$ cat src/rtl/demux_serializer.sv
// Word-to-chunk channel demultiplexer: accepts one wide word, routes it to a selected
// channel and streams it out as RATIO narrow chunks under per-channel valid/ready.
module demux_serializer #(
  parameter int unsigned MST_DWIDTH = 32,
  parameter int unsigned SYS_DWIDTH = 8,
  parameter int unsigned NUM_CH     = 3,
  parameter int unsigned SEL_WIDTH  = 2,
  parameter bit          MSB_FIRST  = 1'b1
) (
  input  logic                         clk_sys,
  input  logic                         rst_n,
  input  logic [SEL_WIDTH-1:0]         select_i,
  input  logic [MST_DWIDTH-1:0]        data_i,
  input  logic                         valid_i,
  output logic                         ready_o,
  output logic [NUM_CH*SYS_DWIDTH-1:0] data_o,
  output logic [NUM_CH-1:0]            valid_o,
  input  logic [NUM_CH-1:0]            ready_i,
  output logic                         err_o
);

  localparam int unsigned RATIO = MST_DWIDTH / SYS_DWIDTH;
  localparam int unsigned CNT_W = (RATIO > 1) ? $clog2(RATIO) : 1;
  localparam logic [CNT_W-1:0] LAST_CNT = CNT_W'(RATIO - 1);

  if (MST_DWIDTH % SYS_DWIDTH != 0) begin : g_bad_ratio
    $fatal(1, "MST_DWIDTH must be a multiple of SYS_DWIDTH");
  end
  if (NUM_CH > 2 ** SEL_WIDTH) begin : g_bad_num_ch
    $fatal(1, "NUM_CH exceeds the range of select_i");
  end

  typedef enum logic [0:0] {StIdle, StSend} state_e;

  state_e                       r_state, w_state_d;
  logic [SEL_WIDTH-1:0]         r_ch, w_ch_d;
  logic [CNT_W-1:0]             r_cnt, w_cnt_d;
  logic [MST_DWIDTH-1:0]        r_word, w_word_d;
  logic [NUM_CH*SYS_DWIDTH-1:0] r_hold, w_hold_d;
  logic                         r_err, w_err_d;

  logic                  w_sel_ok, w_xfer, w_last, w_accept;
  logic [SYS_DWIDTH-1:0] w_chunk;

  // The current chunk always sits at the outgoing end of the shift register.
  assign w_chunk  = MSB_FIRST ? r_word[MST_DWIDTH-1 -: SYS_DWIDTH] : r_word[SYS_DWIDTH-1:0];
  assign w_sel_ok = {1'b0, select_i} < (SEL_WIDTH + 1)'(NUM_CH);
  assign w_xfer   = (r_state == StSend) && ready_i[r_ch];
  assign w_last   = (r_cnt == LAST_CNT);
  assign ready_o  = (r_state == StIdle) || (w_last && w_xfer);
  assign w_accept = valid_i && ready_o;
  assign err_o    = r_err;

  always_comb begin
    w_state_d = r_state;
    w_ch_d    = r_ch;
    w_cnt_d   = r_cnt;
    w_word_d  = r_word;
    w_hold_d  = r_hold;
    w_err_d   = w_accept && !w_sel_ok;
    if (w_xfer) begin
      w_hold_d[r_ch*SYS_DWIDTH +: SYS_DWIDTH] = w_chunk;
      w_cnt_d  = r_cnt + CNT_W'(1);
      w_word_d = MSB_FIRST ? (r_word << SYS_DWIDTH) : (r_word >> SYS_DWIDTH);
      if (w_last) begin
        w_state_d = StIdle;
      end
    end
    // A valid accept overrides the completion of the previous word (no bubble).
    if (w_accept && w_sel_ok) begin
      w_state_d = StSend;
      w_ch_d    = select_i;
      w_cnt_d   = '0;
      w_word_d  = data_i;
    end
  end

  always_comb begin
    valid_o = '0;
    data_o  = r_hold;
    if (r_state == StSend) begin
      valid_o[r_ch]                         = 1'b1;
      data_o[r_ch*SYS_DWIDTH +: SYS_DWIDTH] = w_chunk;
    end
  end

  always_ff @(posedge clk_sys or negedge rst_n) begin
    if (!rst_n) begin
      r_state <= StIdle;
      r_ch    <= '0;
      r_cnt   <= '0;
      r_word  <= '0;
      r_hold  <= '0;
      r_err   <= 1'b0;
    end else begin
      r_state <= w_state_d;
      r_ch    <= w_ch_d;
      r_cnt   <= w_cnt_d;
      r_word  <= w_word_d;
      r_hold  <= w_hold_d;
      r_err   <= w_err_d;
    end
  end

endmodule
$ cat config.mk
export PLATFORM = sky130hd
export DESIGN_NAME = demux_serializer
export DESIGN_NICKNAME = d
export VERILOG_FILES = /design/src/rtl/demux_serializer.sv
export SDC_FILE = /design/constraint.sdc
export NUM_CORES = 1
export LEC_CHECK = 0
export BUFFER_PORTS_ARGS = -buffer_cell sky130_fd_sc_hd__buf_2
export CORE_ASPECT_RATIO = 1.25
export CORE_MARGIN = 4
export CORE_UTILIZATION = 34
export DETAILED_ROUTE_END_ITERATION = 6
export PLACE_DENSITY = 0.61
export SYNTH_ARGS = -nofsm -noshare
export SYNTH_HDL_FRONTEND = slang
export SYNTH_SLANG_ARGS = --single-unit
$ cat constraint.sdc
create_clock -name clk_sys -period 2.3 [get_ports clk_sys]
set_input_delay 0.23 -clock clk_sys [delete_from_list [all_inputs] [get_ports clk_sys]]
set_output_delay 0.23 -clock clk_sys [all_outputs]
set_load 0.02 [all_outputs]
# Word-level counts from Yosys, hierarchy flattened
# Cells that the tools add are included.
[classes]
mux = 14
n_shift = 2
n_reduce_logical = 11
magnitude_cmp = 3
n_eq_ne = 1
bitwise_logic = 1
addsub = 2
[op_table]
columns = ["operator", "n"]
rows = [
  ["$mux W32", 2],
  ["$neg A5 Y34", 1],
  ["$shift A8 B34 Y24 const A", 1],
  ["$shiftx A8 B34 Y24", 1],
  ["$bwmux W24", 1],
  ["$mux W24", 1],
  ["$logic_and A1 B1 Y1", 6],
  ["$mux W1", 5],
  ["$mux W2", 2],
  ["$reduce_bool A2 Y1", 2],
  ["$lt A2 B3 Y1 const B", 1],
  ["$mux W3", 1],
  ["$add A2 B1 Y2 const B", 1],
  ["$bmux W1 S2", 1],
  ["$demux W1 S2", 1],
  ["$eq A2 B2 Y1 const B", 1],
  ["$ge A2 B1 Y1 const B", 1],
  ["$lt A2 B2 Y1 const B", 1],
  ["$reduce_and A2 Y1", 1],
  ["$logic_not A1 Y1", 1],
  ["$logic_or A1 B1 Y1", 1],
  ["$not A1 Y1", 1],
]
[word_totals]
ff_bits = 62
wordCells = 40

# Longest topological paths before layout
# Gate-level depths: netlist (run 1).
[depth]
depth_word = 9
mapped_depth = 7
ltp_nobuf = 5

# Worst setup path after synthesis (run 1)
# OpenSTA, ideal clock, no wires.
[synth_path]
kind = "register to output"
startpoint = "register r_ch[0]"
endpoint = "output data_o[7]"
required_time_ns = 2.070
slack_ns = 0.027
arrival_time_ns = 2.043
stages_incl_launch_ff = 7
cell_sequence = "dfrtp_1 buf_6 inv_1 ha_1 nor3b_1 nand2_1 o21ai_0"
[synth_via]
elab_chain_cells = 4
[synth_lines]
columns = ["element", "line", "source"]
rows = [
  ["from (decl)", "36", "logic [SEL_WIDTH-1:0] r_ch, w_ch_d;"],
  ["from (signal assigned)", "97", "r_ch <= w_ch_d;"],
  ["$neg A5 Y34 *", "83", "data_o[r_ch*SYS_DWIDTH +: SYS_DWIDTH] = w_chunk;"],
  ["$shiftx A8 B34 Y24 / $shift A8 B34 Y24 (equally long branches)", "83", ""],
  ["$bwmux W24 *", "83", ""],
  ["$mux W24 *", "81", "if (r_state == StSend) begin"],
  ["to (decl)", "16", "output logic [NUM_CH*SYS_DWIDTH-1:0] data_o,"],
]
# Every way passes the cells marked *; elsewhere a longest branch is shown, timed or not.

# Worst setup path in the final report (run 1)
[layout_path]
startpoint = "register r_ch[0]"
endpoint = "output data_o[6]"
# The elaborated chain is that of the path after synthesis.

==> summary by stage, run 1 <==
Outcome
The run finished with clean final reports.

Worst hold path
The type of the worst min-delay path is in -> reg. The start point of the worst hold path is data_i[6]. The end of the worst hold path is r_word[6]. The number of cells traversed by the worst hold path is 2.

Floorplanning
The core region is between 9000 and 10000 µm². The die is about 97 µm wide. The effective utilization at floorplan is about a third. The floorplan die height is approximately 120 µm.

The floorplan step defined a die boundary enclosing roughly 12000 µm². During I/O placement, the number of pins put on the boundary was 69. After floorplanning, the core was divided into 40 placement rows.

Global route
The largest net degree at the start of global routing is 38. The via count of the first global-routing pass is ~2300. The first-pass GRT wire length is between 10000 and 15000 µm. The initial antenna violation count is 0. For this run, the total global-route usage over all layers was measured as 12.7%. After global routing the overflow that remains totals 0.

Worst setup path
The startpoint of the most critical register-to-register path is r_ch[0]. In this design, the largest share of critical-path delay is due to buffers and inverters. The library cell contributing the largest single delay on the critical path is sky130_fd_sc_hd__dfrtp_2.

The type of the worst setup path is reg -> out. The delay contributed by the slowest stage of the critical path is about 0.4 ns. The reg-to-reg critical path endpoint is r_word[8]. The critical path buffer and inverter count is 3.

Counting buffers and inverters, the worst setup path is 7 cells deep. The worst setup path is launched from a flip-flop. For the worst setup path, the data required time is approximately 2.1 ns. The reg-to-reg setup timing slack is 0.28 ns.

The cell depth of the worst flop-to-flop path is 6. For the worst setup path, the data arrival time is about 1.9 ns. The worst setup path is captured at a primary output. The maximum net fanout on the critical path is 8.

Walking the worst path, the cells encountered are inv_1 > ha_1 > nor3b_2 > buf_4 > nand2_1 > o21ai_0 > buf_2.

Synth
The dominant combinational cell family by area after synthesis is multiplexers. The cell area after synthesis is about 3400 µm². Summing the sequential cell areas from Yosys gives a little under half of the chip area. In the synthesized netlist, mux cells make up 30.0% of the area. Yosys printed 0 warnings. The flop and latch count out of synthesis is 62. The area share of the largest cell type after synthesis is 46.1%. Of the total synthesized cell area, the portion taken by XOR and XNOR cells is 0.261%.

The top cell type by total area after synthesis is sky130_fd_sc_hd__dfrtp_1. The post-synthesis share of cell area spent on full adders, half adders and majority gates is under 10%. The simple-gate share of the synthesized area is between 10 and 15%.

Sorting the synthesized cells by area gives the leading types as sky130_fd_sc_hd__dfrtp_1, sky130_fd_sc_hd__mux2_4, sky130_fd_sc_hd__mux2_2. A synthesized cell averages 11.4 µm². The unique cell type count in the Yosys netlist is 26. The number of instances in the synthesized netlist is a little under 300.

The net count after synthesis is 340. The compound-cell area share of the yosys netlist is under 10%.

STA
The final-report setup violation count is 0. The largest clock skew in the final design is ~0.0047 ns. The shortest period the worst path allows is around 2.2 ns.

Timing would allow up to approximately 460 MHz. After layout, the worst path uses ~94% of the clock period. The headroom to the max-slew limit is ~57%. The number of slew-limit violations in the final report is 0. The hold violation total from the final report is 0. Setup repair after global routing left no endpoint under its margin. The worst path meets setup with ~0.14 ns of slack. The actual transition at the worst max-transition pin is 0.648 ns. The setup TNS is 0 ns.

Finish
The repair_antennas step left the layout with diodes totalling 0. Cells fill 44.3% of the core in the end. Relative to the synthesized area, the layout overhead comes to 27.2%. Leaving out fill and tap cells, the most frequent cells in the layout are sky130_fd_sc_hd__buf_2, sky130_fd_sc_hd__dfrtp_1, sky130_fd_sc_hd__nand2_1. The count of fill cells added during filler insertion is between 900 and 1000.

Leaving out fill and tap cells, the most frequent cell in the layout is sky130_fd_sc_hd__buf_2. The net count reported at finish is around 420. The ratio of cells with drive above 1 in the final layout is between 40% and 50%.

Detailed routing
The aggregate routed wire length is 7230 µm. The detailed router's first-iteration violation count is approximately 110. The final route contains 2364 vias. After detailed routing, the number of remaining DRC violations is 0. In this run the remaining antenna-violating nets after routing total 0. The detailed-router iteration count before antenna repair is 4. The mean number of vias per cell is roughly 4.7. The routed length per instance is 14.3 µm.

Power
The reported leakage power is between 2 and 2.5 nW. Power spread over the standard cell area amounts to 1480 nW/µm². The maximum resistive drop on vdd is around 0.00053 V.

Place
Routability-driven placement finished with a final weighted congestion of roughly 0.74. The total of buffers placed on input and output ports is a little under 70. Detailed placement ended at an HPWL of approximately 5400 µm. At the placement stage, the worst setup path has a slack of roughly 0.12 ns.

Clocking
The TritonCTS buffer count is 9. The deepest clock path buffer count is 2. The number of H-tree levels is 3.

The clock transition at the registers of the reported paths is 0.05 ns. The number of clock sinks seen by CTS is 62. The clock insertion delay at the later pin of the skew report is 0.32 ns. TritonCTS built the clock tree.

The library cell used as clock root buffer is sky130_fd_sc_hd__clkbuf_16.

Run
Across the run, the number of max-cap violations was 0.
==> how the worst max path moves through the flow <==
stage	startpoint	to	slack, ns
6_report	r_ch[0]	data_o[6]	0.14
3_3_place_gp	r_ch[0]	data_o[16]	0.24
2_1_floorplan	r_ch[0]	data_o[7]	0.03
3_5_place_dp	r_ch[0]	data_o[16]	0.12
5_1_grt	r_ch[0]	data_o[16]	0.03
4_1_cts	r_ch[1]	data_o[13]	0.02
==> state kept, by name, summed over array words and instances (netlist names) <==
signal,count
r_hold,24
r_ch,2
err_o,1
r_word,32
r_state,1
r_cnt,2
==> metrics by stage <==
step | hold WS (ns) | cell area, µm² | cells | power, W
final | 0.139 | 4280 | 507 | 0.00632
after global routing | 0.123 | 4280 | 507 | 0.00675
after detailed placement | 0.300 | 3890 | 487 | 0.00481
after global placement | 0.295 | 3890 | 487 | 0.00470
after floorplan | -0.0656 | 3360 | 295 | 0.00403
after CTS | 0.127 | 4240 | 505 | 0.00634
==> cell families after synthesis <==
| kind of cell | after synthesis |
|---|---|
| DFF | 62 |
| and+or+nand+nor | 77 |
| adders and majority gates | 5 |
| muxes | 82 |
| buffers and inverters | 39 |
| AOI/OAI and AO/OA | 29 |
| xor gates and xnor gates | 1 |
==> routing by layer <==
layer	part of all wire, %	wire, µm	vias up	track usage (%)
met3	4.3	313	7	3.10
met1	44	3210	1145	16.5
met2	50	3610	55	20.5
li1	-	-	1157	-
met4	1.2	85	0	4.48
met5	0	0	-	0
==> cells in the mapped netlist, drive strengths merged <==
cell,instances
dfrtp,62
nand2,57
mux2,56
inv,29
mux2i,26
o21ai,25
nor2b,8
buf,7
ha,5
clkbuf,3
nor3b,3
a21boi,2
and2,2
nand3b,2
nand4b,2
a31oi,1
nand2b,1
nand3,1
nor2,1
o311ai,1
xor2,1
==> worst reg2reg max path: cells and delay by family, from the launching register on <==
family	cells	cell delay [ns]
multiplexers	3	0.82
flip-flops	1	0.40
buffers and inverters	2	0.40
AO/OA/AOI/OAI	1	0.30
==> power breakdown <==
| group | internal, W | leakage (nW) | switching, W |
|---|---|---|---|
| Sequential | 0.00157 | 0.799 | 0.000332 |
| Combinational | 0.00151 | 1.27 | 0.00142 |
| Clock | 0.00103 | 0.166 | 0.000453 |
==> what timing repair did <==
item | in CTS | in global routing
hold buffers | 1 | 0
endpoints found under the setup margin | 24 | 24
gates cloned | 0 | 0
setup buffers | 1 | 2
resized for setup | 5 | 9
hold endpoints to repair | 25 | 0
==> cell type report <==
type                            count  area [µm²]  area share [%]
Clock inverter                      3        65.1            1.52
Timing Repair Buffer               80         473            11.1
Sequential cell                    62        1550            36.3
Inverter                           29         109            2.55
Clock buffer                       13         270            6.32
Tap cell                          126         158            3.69
Multi-Input combinational cell    194        1650            38.5
(Power assumes the default switching activity.)
==> run 2: changes to the inputs <==
Settings changed: CORE_MARGIN 4 to 2.
==> summary by stage, run 2 (synthesized netlist as in run 1, its figures left out) <==
Clocking
The H-tree generated during clock tree synthesis spans 3 levels. The clock tree from TritonCTS is yes. The library cell used as clock root buffer is sky130_fd_sc_hd__clkbuf_16.

The deepest clock path buffer count is 2. The clock transition at the registers of the reported paths is approximately 0.05 ns. The clock drives 62 sinks.

The clock insertion delay at the later pin of the skew report is around 0.33 ns. The TritonCTS buffer count is 9.

Worst setup path
The required time of the critical path is 2.07 ns. The startpoint of the most critical register-to-register path is r_ch[0]. Traced cell by cell, the critical path runs through inv_2 > ha_1 > nor3b_1 > buf_4 > nand2_1 > o21ai_0 > buf_2.

The reg-to-reg critical path endpoint is r_word[31]. The cell depth of the worst flop-to-flop path is 6. In this design, the stage delay of the slowest critical-path cell is around 0.4 ns. The setup path with the least slack is of type reg -> out.

The type of element launching the critical path is a flip-flop. The kind of end point of the critical path is a primary output. The data arrival time of the worst path is 1.92 ns.

The reg-to-reg setup timing slack is approximately 0.29 ns. The critical path launch point is r_ch[0]. The library cell contributing the largest single delay on the critical path is sky130_fd_sc_hd__dfrtp_2. Along the worst path, the maximum fanout reaches 8.

Finish
The relative area change from synthesis to final layout is 25.0%. The largest registers in the layout are r_word: 32 flops, r_hold: 24 flops. The antenna diode count is 0. Fill cells in the final layout number 964. The most common cell after layout, fill and taps aside is sky130_fd_sc_hd__buf_2. The number of flip-flops under the largest register name is 32.

Leaving out fill and tap cells, the most frequent cells in the layout are sky130_fd_sc_hd__buf_2, sky130_fd_sc_hd__dfrtp_1, sky130_fd_sc_hd__nand2_1. The net count reported at finish is 420. The largest register by flop count is r_word. The ratio of cells with drive above 1 in the final layout is 41.6%.

Outcome
The run finished with clean final reports.

Power
The proportion of power drawn by the clock network is roughly 22%. The reported leakage power is about 2.2 nW. Power spread over the standard cell area amounts to between 1000 and 1500 nW/µm².

IR analysis of the VDD net gives a maximum drop of 0.000531 V. Cell internal power was estimated by the tool at just under 0.004 W. The share of power burned in combinational logic is a little under half.

The switching share of power is between 30 and 40%. The total power after layout is 0.00613 W. The reported net switching power is between 0.002 and 0.0025 W. The sequential group share of total power is 30.9%.

Global route
The final global-route overflow total is 0. The via count of the first global-routing pass was about 2400. For met2 alone, demand over resource in global routing was between 20% and 30%. The largest net degree at the start of global routing is 38. The first global-routing pass estimated 11800 µm of wire. Global routing used 3.67% of the available met3 tracks. Global routing used between 10 and 15% of the available tracks across all layers. Global routing used a little under a fifth of the available met1 tracks. The initial antenna violation count is 0. The most utilized layer in the global route result is met2.

Detailed routing
For this block, the via count after detailed routing is approximately 2300. The routed length per instance is 13.8 µm. For this block, the routed nets add up to around 7000 µm of wire.

The first detailed-routing pass took 4 iterations. The detailed router's first-iteration violation count is 48. The count of nets left with antenna violations once routing finished came out at 0.

The final routed DRC violation total is 0. The mean number of vias per cell is 4.55.

Floorplanning
The effective utilization at floorplan is between 30% and 40%. The core region area is 9610 µm². Measured along the y axis, the die boundary spans between 100 and 150 µm. For this design the top-level I/O count stands at 69.

The floorplan has 40 rows. The x dimension of the die is between 90 and 100 µm. The overall die area is between 10000 and 15000 µm².

STA
Clock skew on the completed layout was measured at slightly above 0.005 ns. The post-layout worst setup margin is between 0.15 and 0.2 ns. For the pin with the worst max-slew slack, the measured transition is 0.500 ns. Setup repair after global routing left no endpoint under its margin.

The headroom to the max-slew limit is between 60% and 70%. The setup TNS is 0 ns. The portion of the clock cycle consumed by the worst path in the final layout is approximately 93%. Based on the critical path, the design can be clocked at up to between 400 and 500 MHz. The hold violation total from the final report was 0.

The final-report setup violation count is 0. Subtracting the final worst setup slack from the clock period gives between 2 and 2.5 ns. The number of slew-limit violations in the final report is 0.

Worst hold path
The end of the worst hold path is r_word[9]. The number of cells traversed by the worst hold path is 2. The start point of the worst hold path is data_i[9]. The type of the worst min-delay path is in -> reg.

Place
Buffers placed on the I/O ports in this run total approximately 70. The wire-length estimate of the detail-placed layout is around 5000 µm. The setup slack at placement is around 0.17 ns. At the end of routability-driven placement, the weighted congestion stood at approximately 0.76.

Run
The max-capacitance violation count is 0.
run 2: power by group through the flow:
stage               Sequential (W)  Combinational (W)  Clock [W]
floorplan                  0.00178            0.00224          0
global placement           0.00191            0.00279          0
detailed placement         0.00192            0.00286          0
CTS                        0.00189            0.00291    0.00139
global route               0.00196            0.00317    0.00144
finish                     0.00189            0.00288    0.00136
run 2: what timing repair did:
item	4_1_cts	5_1_grt
hold endpoints to repair	18	0
hold buffers	1	0
setup buffers	1	0
gates resized for setup	4	5
endpoints found under the setup margin	24	20
run 2: critical path, delay by kind of cell, from the launching register on:
kind,cells,cell delay (ns)
adders and majority gates,1,0.26
AOI/OAI and AO/OA,1,0.18
DFF,1,0.40
buffers and inverters,3,0.49
and+or+nand+nor,2,0.26
run 2: area by class of cell:
class / count / area (µm²) / share of cell area [%]
well taps: 126 / 158 / 3.75
inverters: 29 / 109 / 2.59
multi-input cells: 194 / 1630 / 38.8
repair buffers: 79 / 453 / 10.8
flip-flops and latches: 62 / 1550 / 36.9
clock buffers: 12 / 256 / 6.10
clock inverters: 4 / 45.0 / 1.07
run 2: worst max-delay path by stage:
stage            endpoint  slack [ns]  cells past startpoint
2_1_floorplan   data_o[7]        0.03                      6
6_report        data_o[7]        0.15                      7
5_1_grt         data_o[7]       0.004                      7
3_5_place_dp   data_o[18]        0.17                      7
3_3_place_gp   data_o[18]        0.25                      7
4_1_cts         data_o[7]        0.07                      7
run 2: per-layer routing:
layer / share of wire [%] / wire length, µm / vias up
li1: - / - / 1150
met1: 45 / 3150 / 1086
met2: 48 / 3390 / 59
met3: 5.6 / 390 / 6
met4: 0.97 / 68 / 0
met5: 0 / 0 / -
run 2: through the flow:
stage               instances  utilization (%)  cell area, µm²  hold WS (ns)
finish                    506             43.8            4200         0.132
global route              506             43.8            4200         0.130
CTS                       506             43.7            4200         0.123
detailed placement        488             40.4            3880         0.209
global placement          488             40.4            3880         0.202
floorplan                 295                -            3360       -0.0656
